File: src/rtl/io_pkg.sv
// rtl/io_pkg.sv - shared types and constants for the input-peripheral front end
package io_pkg;

  typedef enum logic [1:0] {
    STABLE_LO,
    WAIT_HI,
    STABLE_HI,
    WAIT_LO
  } db_state_e;

  typedef enum logic {
    IDLE,
    FULL
  } cap_state_e;

  localparam int IO_DATA_W     = 32;
  localparam int DB_CYCLES_DEF = 1000000;

endpackage

File: src/rtl/io_debounce.sv
// rtl/io_debounce.sv - 2-flop synchronizer plus debounce FSM for one raw input
// level flips after DB_CYCLES consecutive differing synchronized samples; rise is its one-cycle rising edge
module io_debounce
  import io_pkg::*;
#(
  parameter int DB_CYCLES = DB_CYCLES_DEF,
  parameter int CNT_W     = $clog2(DB_CYCLES + 1)
) (
  input  logic clk,
  input  logic rst,
  input  logic raw,
  output logic level,
  output logic rise
);

  localparam logic [CNT_W-1:0] CNT_LAST = CNT_W'(DB_CYCLES - 1);

  logic [1:0]       sync_q;
  logic             btn_s;
  db_state_e        state_q;
  logic [CNT_W-1:0] cnt_q;
  logic             level_q;
  logic             level_dly_q;

  assign btn_s = sync_q[1];

  // The flip happens on the edge that sees the DB_CYCLES-th differing sample,
  // so the counter only has to reach DB_CYCLES-1 and can never wrap.
  always_ff @(posedge clk or posedge rst) begin
    if (rst) begin
      sync_q      <= 2'b00;
      state_q     <= STABLE_LO;
      cnt_q       <= '0;
      level_q     <= 1'b0;
      level_dly_q <= 1'b0;
    end else begin
      sync_q      <= {sync_q[0], raw};
      level_dly_q <= level_q;
      case (state_q)
        STABLE_LO: if (btn_s) begin
          state_q <= WAIT_HI;
          cnt_q   <= CNT_W'(1);
        end
        STABLE_HI: if (!btn_s) begin
          state_q <= WAIT_LO;
          cnt_q   <= CNT_W'(1);
        end
        WAIT_HI: begin
          if (!btn_s) begin
            state_q <= STABLE_LO;
            cnt_q   <= '0;
          end else if (cnt_q == CNT_LAST) begin
            state_q <= STABLE_HI;
            level_q <= 1'b1;
            cnt_q   <= '0;
          end else begin
            cnt_q <= cnt_q + CNT_W'(1);
          end
        end
        WAIT_LO: begin
          if (btn_s) begin
            state_q <= STABLE_HI;
            cnt_q   <= '0;
          end else if (cnt_q == CNT_LAST) begin
            state_q <= STABLE_LO;
            level_q <= 1'b0;
            cnt_q   <= '0;
          end else begin
            cnt_q <= cnt_q + CNT_W'(1);
          end
        end
        default: begin
          state_q <= STABLE_LO;
          cnt_q   <= '0;
        end
      endcase
    end
  end

  assign level = level_q;
  assign rise  = level_q & ~level_dly_q;

endmodule

File: src/rtl/io_input_ctrl.sv
// rtl/io_input_ctrl.sv - button/switch front end latching a switch word per debounced press
// IO_IN_OVERWRITE_EN: a press while a word is pending replaces it instead of keeping the oldest
module io_input_ctrl
  import io_pkg::*;
#(
  parameter int  SW_W      = 16,
  parameter int  DB_CYCLES = DB_CYCLES_DEF,
  localparam int CNT_W     = $clog2(DB_CYCLES + 1)
) (
  input  logic                 clk,
  input  logic                 rst,
  input  logic                 btn_in,
  input  logic [SW_W-1:0]      sw_in,
  input  logic                 ack,
  output logic [IO_DATA_W-1:0] data_input,
  output logic                 is_ready_1,
  output logic                 overrun
);

  logic                 btn_level;
  logic                 press;
  logic [SW_W-1:0]      sw_s1_q;
  logic [SW_W-1:0]      sw_s_q;
  logic [IO_DATA_W-1:0] sw_word;
  cap_state_e           state_q;
  logic [IO_DATA_W-1:0] data_q;
  logic                 ready_q;
  logic                 overrun_q;

  io_debounce #(
    .DB_CYCLES(DB_CYCLES),
    .CNT_W    (CNT_W)
  ) u_db (
    .clk  (clk),
    .rst  (rst),
    .raw  (btn_in),
    .level(btn_level),
    .rise (press)
  );

  assign sw_word = IO_DATA_W'(sw_s_q);

  always_ff @(posedge clk or posedge rst) begin
    if (rst) begin
      sw_s1_q   <= '0;
      sw_s_q    <= '0;
      state_q   <= IDLE;
      data_q    <= '0;
      ready_q   <= 1'b0;
      overrun_q <= 1'b0;
    end else begin
      sw_s1_q <= sw_in;
      sw_s_q  <= sw_s1_q;
      case (state_q)
        IDLE: if (press) begin
          data_q  <= sw_word;
          ready_q <= 1'b1;
          state_q <= FULL;
        end
        FULL: begin
          // ack is consumed before a coincident press, so that press is a fresh capture
          if (ack && press) begin
            data_q    <= sw_word;
            overrun_q <= 1'b0;
          end else if (ack) begin
            ready_q   <= 1'b0;
            overrun_q <= 1'b0;
            state_q   <= IDLE;
          end else if (press) begin
            overrun_q <= 1'b1;
`ifdef IO_IN_OVERWRITE_EN
            data_q    <= sw_word;
`else
            data_q    <= data_q;
`endif
          end
        end
        default: state_q <= IDLE;
      endcase
    end
  end

  assign data_input = data_q;
  assign is_ready_1 = ready_q;
  assign overrun    = overrun_q;

endmodule

File: config.mk
export PLATFORM = sky130hd
export DESIGN_NAME = io_input_ctrl
export DESIGN_NICKNAME = d
export VERILOG_FILES = /design/src/rtl/io_pkg.sv /design/src/rtl/io_debounce.sv /design/src/rtl/io_input_ctrl.sv
export SDC_FILE = /design/constraint.sdc
export NUM_CORES = 1
export LEC_CHECK = 0
export ABC_AREA = 1
export CELL_PAD_IN_SITES_DETAIL_PLACEMENT = 0
export CELL_PAD_IN_SITES_GLOBAL_PLACEMENT = 2
export CORE_MARGIN = 2
export CORE_UTILIZATION = 36
export CTS_CLUSTER_SIZE = 30
export DETAILED_ROUTE_END_ITERATION = 7
export DONT_BUFFER_PORTS = 1
export GPL_ROUTABILITY_DRIVEN = 0
export GPL_TIMING_DRIVEN = 0
export PLACE_DENSITY_LB_ADDON = 0.12
export SYNTH_ARGS = -nofsm -noshare
export SYNTH_HDL_FRONTEND = slang
export SYNTH_SLANG_ARGS = --single-unit
File: constraint.sdc
create_clock -name clk -period 2.1 [get_ports clk]
set_input_delay 0.21 -clock clk [delete_from_list [all_inputs] [get_ports clk]]
set_output_delay 0.21 -clock clk [all_outputs]
set_load 0.005 [all_outputs]
==> impl_results.md, run 1 <==
- Outcome: finished clean
- Grt total ovfl: 0
- Register area: 0.00193 mm^2
- Cells after DPL: 434
- Initial Utilization: 0.372
- Global-route wire length before repair: 10600 um
- Layout cells sized above 1: 0.209
- Initial antenna violation count: 0
- Worst skew pair latency: 0.34 ns
- Final net count: 376
- Die height: 99.1 um
- Max-slew violation count: 0
- H-tree depth: 3
- Most common cell after layout, fill and taps aside: dfrtp_1
- Max Cap Viol: 0
- Syn Std Cell Area: 0.00326 mm^2
- Synth cell types: 31
- Number of setup violations in the final report: 0
- Minimum clock period: 1.69 ns
- Worst-path maximum fanout: 8
- Dpl hpwl: 4390 um
- Ys Warns: 0
- Synth-to-Final Area Change: 20.0%
- Critical path data required time: 2.38 ns
- IO Pins: 54
- RSZ-0062 raised after global routing: no
- Critical path launch point type: flip-flop
- Clock Sinks: 77
- Pwr/cell area: 862 mW/mm^2
- Site Rows: 34
- Worst Hold Class: in2reg
- Layout fillers: 847
- Core area: 0.00876 mm^2
- Largest family of logic cells by synthesized area: simple AND/OR/NAND/NOR gates
- Cells after Synth: 309
- Clock buffer depth: 2
- DRT Pass-1 Iters: 4
- Remaining DRCs: 0
- Root buffer cell: clkbuf_8
- Post-detailed-route count of antenna-violating nets: 0
- Number of flops mapped to enable cells by yosys: 0
- Leak pwr: 1.87 nW
- Gr usage total: 0.139
- Inserted Diodes: 0
- VDD IR max: 0.548 mV
- Setup TNS Final: 0 ns
- Most frequent cells in the layout: dfrtp_1 (77), nand2_1 (68), nor2_1 (25)
- Worst setup margin: 0.405 ns
- DP Area: 0.00349 mm^2
- Final Cell Area: 0.00391 mm^2
- Post-CTS setup repair buffer count: 0
- Overall Power: 3.37 mW
- Via Count: 2094
- Fin. Hold Viols: 0
- Synthesized area per cell: 10.5 um^2
- Synth Flop Type: dfrtp_1
- PortBufs: 0
- Clock transition at the registers of the reported paths: 0.08 ns
- WS Path Type: reg2reg
- Post-synth ARST share: 1.00
- Largest net degree at the start of global routing: 37
- Die width: 99.1 um
- 1st-iter DRT viols: 72
- Hold WS: 0.0522 ns
- Routed vias/inst: 4.48
- Synth Area in Compound Gates: 0.0361
- CTS Buf Count: 9
- Drt total wl: 6140 um
- Worst setup EP type: flip-flop
- Routed wire length per instance: 13.2 um
- Area share of xor/xnor cells in the synthesized design: 0.0269
- DIE AREA: 0.00982 mm^2
- Yosys reg bits: 77
- Fmax: 0.590 GHz
- Via count of the first global-routing pass: 2116
- Fin crit share: 0.807
- Multi-input logic area: 0.00112 mm^2
- Multiplexer area fraction after synthesis: 0.0553
- Simple-gate portion of the synthesized area: 0.203
- Post-Place Setup Slack: 0.407 ns
- Sequential fraction of the synthesis area: 0.592
- Synthesized-area fraction occupied by adder cells: 0.00384
- CTS resizes: 0
- Crit path DAT: 1.98 ns
- Final cell count without fillers: 467
- Post-Route Utilization: 0.446
- CTS tree: yes
- Setup Skew: 0.00926 ns
-- where the power goes --
group | total [mW] | internal, mW | switching, mW
clock network | 1.32 | 0.785 | 0.538
registers | 1.63 | 1.56 | 0.0749
logic | 0.412 | 0.153 | 0.259
total | 3.37 | 2.50 | 0.873
-- per-layer routing --
layer,global-route usage,up-vias,wire length [um]
met4,0.0506,0,81
met5,0,-,0
met1,0.188,998,2980
li1,-,1043,-
met3,0.0415,7,244
met2,0.213,46,2840
-- logic make-up after synthesis --
group                      count (synthesis)
other                                      1
adders and majority gates                  1
buffers and inverters                     48
and+or+nand+nor                          136
muxes                                     16
AOI/OAI and AO/OA                         20
xor gates and xnor gates                  10
DFF                                       77
-- timing repair --
item	4_1_cts	5_1_grt
hold buffers	18	0
endpoints found under the setup margin	0	0
endpoints found under the hold margin	58	0
-- cell usage after synthesis, types with 2 or more instances --
cell / number / area (um^2)
nand2_1: 68 / 255
nand2_2: 4 / 25.0
o21ai_0: 9 / 45.0
a21oi_1: 2 / 10.0
nand3_1: 17 / 85.1
nor2_4: 3 / 33.8
nand3_2: 2 / 20.0
nand4_1: 6 / 37.5
o22ai_1: 4 / 25.0
nor2_2: 4 / 25.0
dfrtp_1: 77 / 1930
xor2_1: 9 / 78.8
inv_2: 3 / 11.3
inv_1: 24 / 90.1
buf_4: 18 / 135
o21bai_1: 3 / 22.5
nand3_4: 2 / 35.0
nor2_1: 25 / 93.8
or2_1: 2 / 12.5
mux2_2: 16 / 180
-- final timing paths --
path / slack, ns / cells after the start / from / end
setup / recovery: 0.41 / 8 / u_db.cnt_q[0] / u_db.cnt_q[13]
hold reg to reg: 0.35 / 0 / sw_s1_q[5] / sw_s_q[5]
setup reg to reg: 0.41 / 8 / u_db.cnt_q[0] / u_db.cnt_q[13]
min in group asynchronous: 0.28 / 2 / rst / u_db.cnt_q[13]
max in group asynchronous: 1.13 / 4 / rst / u_db.cnt_q[2]
hold / removal: 0.05 / 2 / ack / overrun
-- final cells by class --
type,count,share of cell area
Sequential cell,77,0.493
Multi-Input combinational cell,199,0.286
Timing Repair Buffer,20,0.0564
Buffer,21,0.0426
Tap cell,108,0.0346
Clock buffer,9,0.0317
Clock inverter,6,0.0288
Inverter,27,0.0269
-- sequential cells by signal, indices dropped and copies added (netlist names), named ones only --
register and count:
u_db.state_q 1, u_db.level 1, overrun 1, state_q 1
u_db.cnt_q 20, is_ready_1 1, u_db.sync_q 2, data_input 16
sw_s1_q 16, sw_s_q 16, u_db.level_dly_q 1
-- critical path: stages, from the launching register on --
cell     delay (ns)
dfrtp_1        0.45
ha_1           0.28
nand3_4        0.14
nor2_8         0.07
nand3_2        0.10
nor2_4         0.05
nor2_2         0.33
nand3_1        0.13
nand2_1        0.08
(Power assumes the default switching activity.)
==> run 2: changes to the inputs <==
--- a/config.mk
+++ b/config.mk
@@ -5,11 +5,11 @@
 export SDC_FILE = /design/constraint.sdc
 export NUM_CORES = 1
 export LEC_CHECK = 0
-export ABC_AREA = 1
+export ABC_AREA = 0
 export CELL_PAD_IN_SITES_DETAIL_PLACEMENT = 0
 export CELL_PAD_IN_SITES_GLOBAL_PLACEMENT = 2
 export CORE_MARGIN = 2
-export CORE_UTILIZATION = 36
+export CORE_UTILIZATION = 37
 export CTS_CLUSTER_SIZE = 30
 export DETAILED_ROUTE_END_ITERATION = 7
 export DONT_BUFFER_PORTS = 1
==> constraint.sdc (replaced) <==
create_clock -name clk -period 1.46 [get_ports clk]
set_input_delay 0.146 -clock clk [delete_from_list [all_inputs] [get_ports clk]]
set_output_delay 0.146 -clock clk [all_outputs]
set_load 0.005 [all_outputs]
==> run 2 against run 1 <==
Net effect: the run now ends with negative setup slack left; wire length shrank 3.7%; sequential share of layout area down 0.76 points; design area increased by 1.7%; setup slack worse by 0.87 ns; die area shrank 10%; first-iteration DRC count rose by 8.3%; critical path depth shrank 2; non-clock buffer count up 26; power is 52% higher; sequential power rose by 45%; largest power group unchanged; cell count down 12%.
==> impl_results.md, run 2 <==
- Setup Skew: 0.0104 ns (+0.00115 ns)
- Worst-path maximum fanout: 8 (unchanged)
- Count leader, synth: dfrtp_1
- Synth Flop Type: dfrtp_1
- Sequential fraction of the synthesis area: 0.643 (+0.0509)
- Worst Hold Class: in2reg
- Post-synth ARST share: 1.00 (unchanged)
- Routed vias/inst: 4.68 (+4.4%)
- Post-synthesis cell type with the largest combined area: dfrtp_1
- Most common cell after layout, fill and taps aside: dfrtp_1
- Worst setup margin: -0.468 ns (-0.874 ns)
- Pwr/cell area: 1280 mW/mm^2 (+49%)
- Die width: 94.0 um (-5.1%)
- Root buffer cell: clkbuf_8
- Post-detailed-route count of antenna-violating nets: 0 (unchanged)
- Layout cells sized above 1: 0.342 (+0.133)
- Top post-synthesis cells by area: dfrtp_1 (64%), mux2_2 (6.0%), buf_4 (4.3%), a31oi_1 (2.5%), nand2_1 (2.4%)
- Flop-to-flop setup slack: -0.47 ns (-0.87 ns)
- RSZ-0062 raised after global routing: yes
- Clock transition at the registers of the reported paths: 0.08 ns (about the same)
- Leak pwr: 1.87 nW (-0.14%)
- Core area: 0.00781 mm^2 (-11%)
- VDD IR max: 0.494 mV (-9.8%)
- Remaining DRCs: 0 (unchanged)
- Number of flops mapped to enable cells by yosys: 0 (unchanged)
- Via Count: 1915 (-8.5%)
- Routed wire length per instance: 14.5 um (+9.9%)
- Clock Sinks: 77 (unchanged)
- Initial Utilization: 0.384 (+0.0125)
- Die height: 94.0 um (-5.1%)
- CTS Buf Count: 9 (unchanged)
- Crit path DAT: 2.16 ns (+0.18 ns)
- Gr usage total: 0.137 (-0.00202)
- Initial antenna violation count: 0 (unchanged)
- Worst setup EP type: flip-flop
- Max reg flops: 20 (unchanged)
- DIE AREA: 0.00884 mm^2 (-10%)
- IO Pins: 54 (unchanged)
- Synth-to-Final Area Change: 32.6%
- Inserted Diodes: 0 (unchanged)
- Clock buffer depth: 2 (unchanged)
- Largest reg by FF count: u_db.cnt_q
- Synthesized area per cell: 12.8 um^2 (+21%)
- Critical path launch point type: flip-flop
- Synth cell types: 41 (+32%)
- Ys Warns: 0 (unchanged)
- Drt total wl: 5910 um (-3.7%)
- CTS tree: yes
- Failing checks: negative setup slack
- H-tree depth: 3 (unchanged)
- Final cell count without fillers: 409 (-12%)
- Max Cap Viol: 0 (unchanged)
- Grt total ovfl: 0 (unchanged)
- Yosys reg bits: 77 (unchanged)
- Critical path data required time: 1.69 ns (-0.69 ns)
- Fin. Hold Viols: 0 (unchanged)
- Dpl hpwl: 3610 um (-18%)
- Site Rows: 32 (-5.9%)
- PortBufs: 0 (unchanged)
- Worst skew pair latency: 0.34 ns (about the same)
- Max-slew violation count: 0 (unchanged)
- Outcome: complete, but fails checks
- WS Path Type: reg2reg
- Post-Route Utilization: 0.509 (+0.0631)
- Post-synth top cells: dfrtp_1 (77), nand2_1 (19), buf_4 (17), mux2_2 (16), a31oi_1 (12)
- Cells after DPL: 354 (-18%)
- Fin crit share: 1.32 (+0.514)
- Largest net degree at the start of global routing: 34 (-8.1%)
- 1st-iter DRT viols: 78 (+8.3%)
- DRT Pass-1 Iters: 4 (unchanged)
- Post-synth top area share: 0.643 (+0.0509)
- Minimum clock period: 1.93 ns (+0.234 ns)
- Cells after Synth: 235 (-24%)
- Global-route wire length before repair: 9000 um (-15%)
- Number of setup violations in the final report: 22 (+22)
- Syn Std Cell Area: 0.00300 mm^2 (-7.9%)
- Most frequent cells in the layout: dfrtp_1 (75), buf_4 (35), nand2_1 (19), dlygate4sd3_1 (19), mux2_4 (17)
- Via count of the first global-routing pass: 1792 (-15%)
- Fmax: 0.519 GHz (-12%)
- Final net count: 323 (-14%)
-- run 2: cell types whose count changed in the layout (fill, tap and decap cells not counted), moves of 6 or more --
cell,change
nand3_1,-11
buf_4,+17
mux2_2,-16
inv_1,-20
a31oi_1,+11
buf_6,+6
mux2_4,+17
nor2_1,-20
nand2_1,-49
a21oi_1,+7
-- run 2: kinds of logic (layout without fill, tap and decap cells) --
kind of cell / Yosys count / count (layout) / synth area share
buf+inv: 30 / 87 / 0.0639
simple gates: 57 / 57 / 0.109
mux: 17 / 17 / 0.0651
other cells: 1 / 16 / 0.00125
flops: 77 / 77 / 0.643
fa+ha+maj: 1 / 1 / 0.00417
xor+xnor: 6 / 6 / 0.0175
compound gates: 46 / 46 / 0.0964
-- run 2: what timing repair did --
action                                  in CTS  in global routing
endpoints found under the setup margin      34                 39
pin swaps                                    5                  6
buffers inserted                            14                  7
hold endpoints to repair                    36                  0
resized for setup                            6                 36
gates cloned                                 0                  1
hold buffers                                19                  0
-- run 2: worst paths after layout --
path / startpoint / to / cells after the start
hold reg to reg: sw_s1_q[1] / sw_s_q[1] / 0
hold / removal: ack / state_q / 2
max in group asynchronous: rst / u_db.cnt_q[8] / 4
setup reg to reg: u_db.cnt_q[11] / flip-flop / 6
min in group asynchronous: rst / u_db.cnt_q[17] / 2
setup / recovery: u_db.cnt_q[11] / flip-flop / 6
-- run 2: metal layers --
layer	up-vias	GRT usage	part of all wire
li1	924	-	-
met2	43	0.213	0.49
met1	943	0.176	0.46
met5	-	0	0
met4	0	0.0471	0.0074
met3	5	0.0506	0.048
-- run 2: power breakdown --
| group | switching, mW | internal, mW | total, mW |
|---|---|---|---|
| logic | 0.585 | 0.553 | 1.14 |
| clock network | 0.761 | 0.840 | 1.60 |
| registers | 0.118 | 2.25 | 2.37 |
-- run 2: cell type report --
cell class	count	area, um^2
timing repair buffer	42	413
multi-input combinational	143	1070
clock buffer	11	141
tap	102	128
clock inverter	5	60.1
fill	706	3830
sequential	77	1930
inverter	4	18.8
buffer	25	209
-- run 2: worst max-delay path, stage by stage (launching register included) --
cell and delay (ns):
dfrtp_1 0.39, or4b_4 0.55, nor3_4 0.20, a31o_1 0.20
buf_6 0.14, nand2_4 0.05, mux2_4 0.29
-- run 2: stage by stage --
stage | total power, mW | instance area, um^2 | TNS (ns) | worst slack [ns] | hold slack [ns]
6_report | 5.11 | 3970 | -7.54 | -0.468 | 0.103
5_1_grt | 5.41 | 3970 | -9.79 | -0.514 | 0.0881
4_1_cts | 5.05 | 3780 | -8.58 | -0.499 | 0.0528
3_5_place_dp | 3.23 | 3270 | -11.12 | -0.552 | 0.0728
3_3_place_gp | 3.21 | 3230 | -10.79 | -0.538 | 0.177
2_1_floorplan | 2.99 | 3100 | -4.76 | -0.383 | 0.177
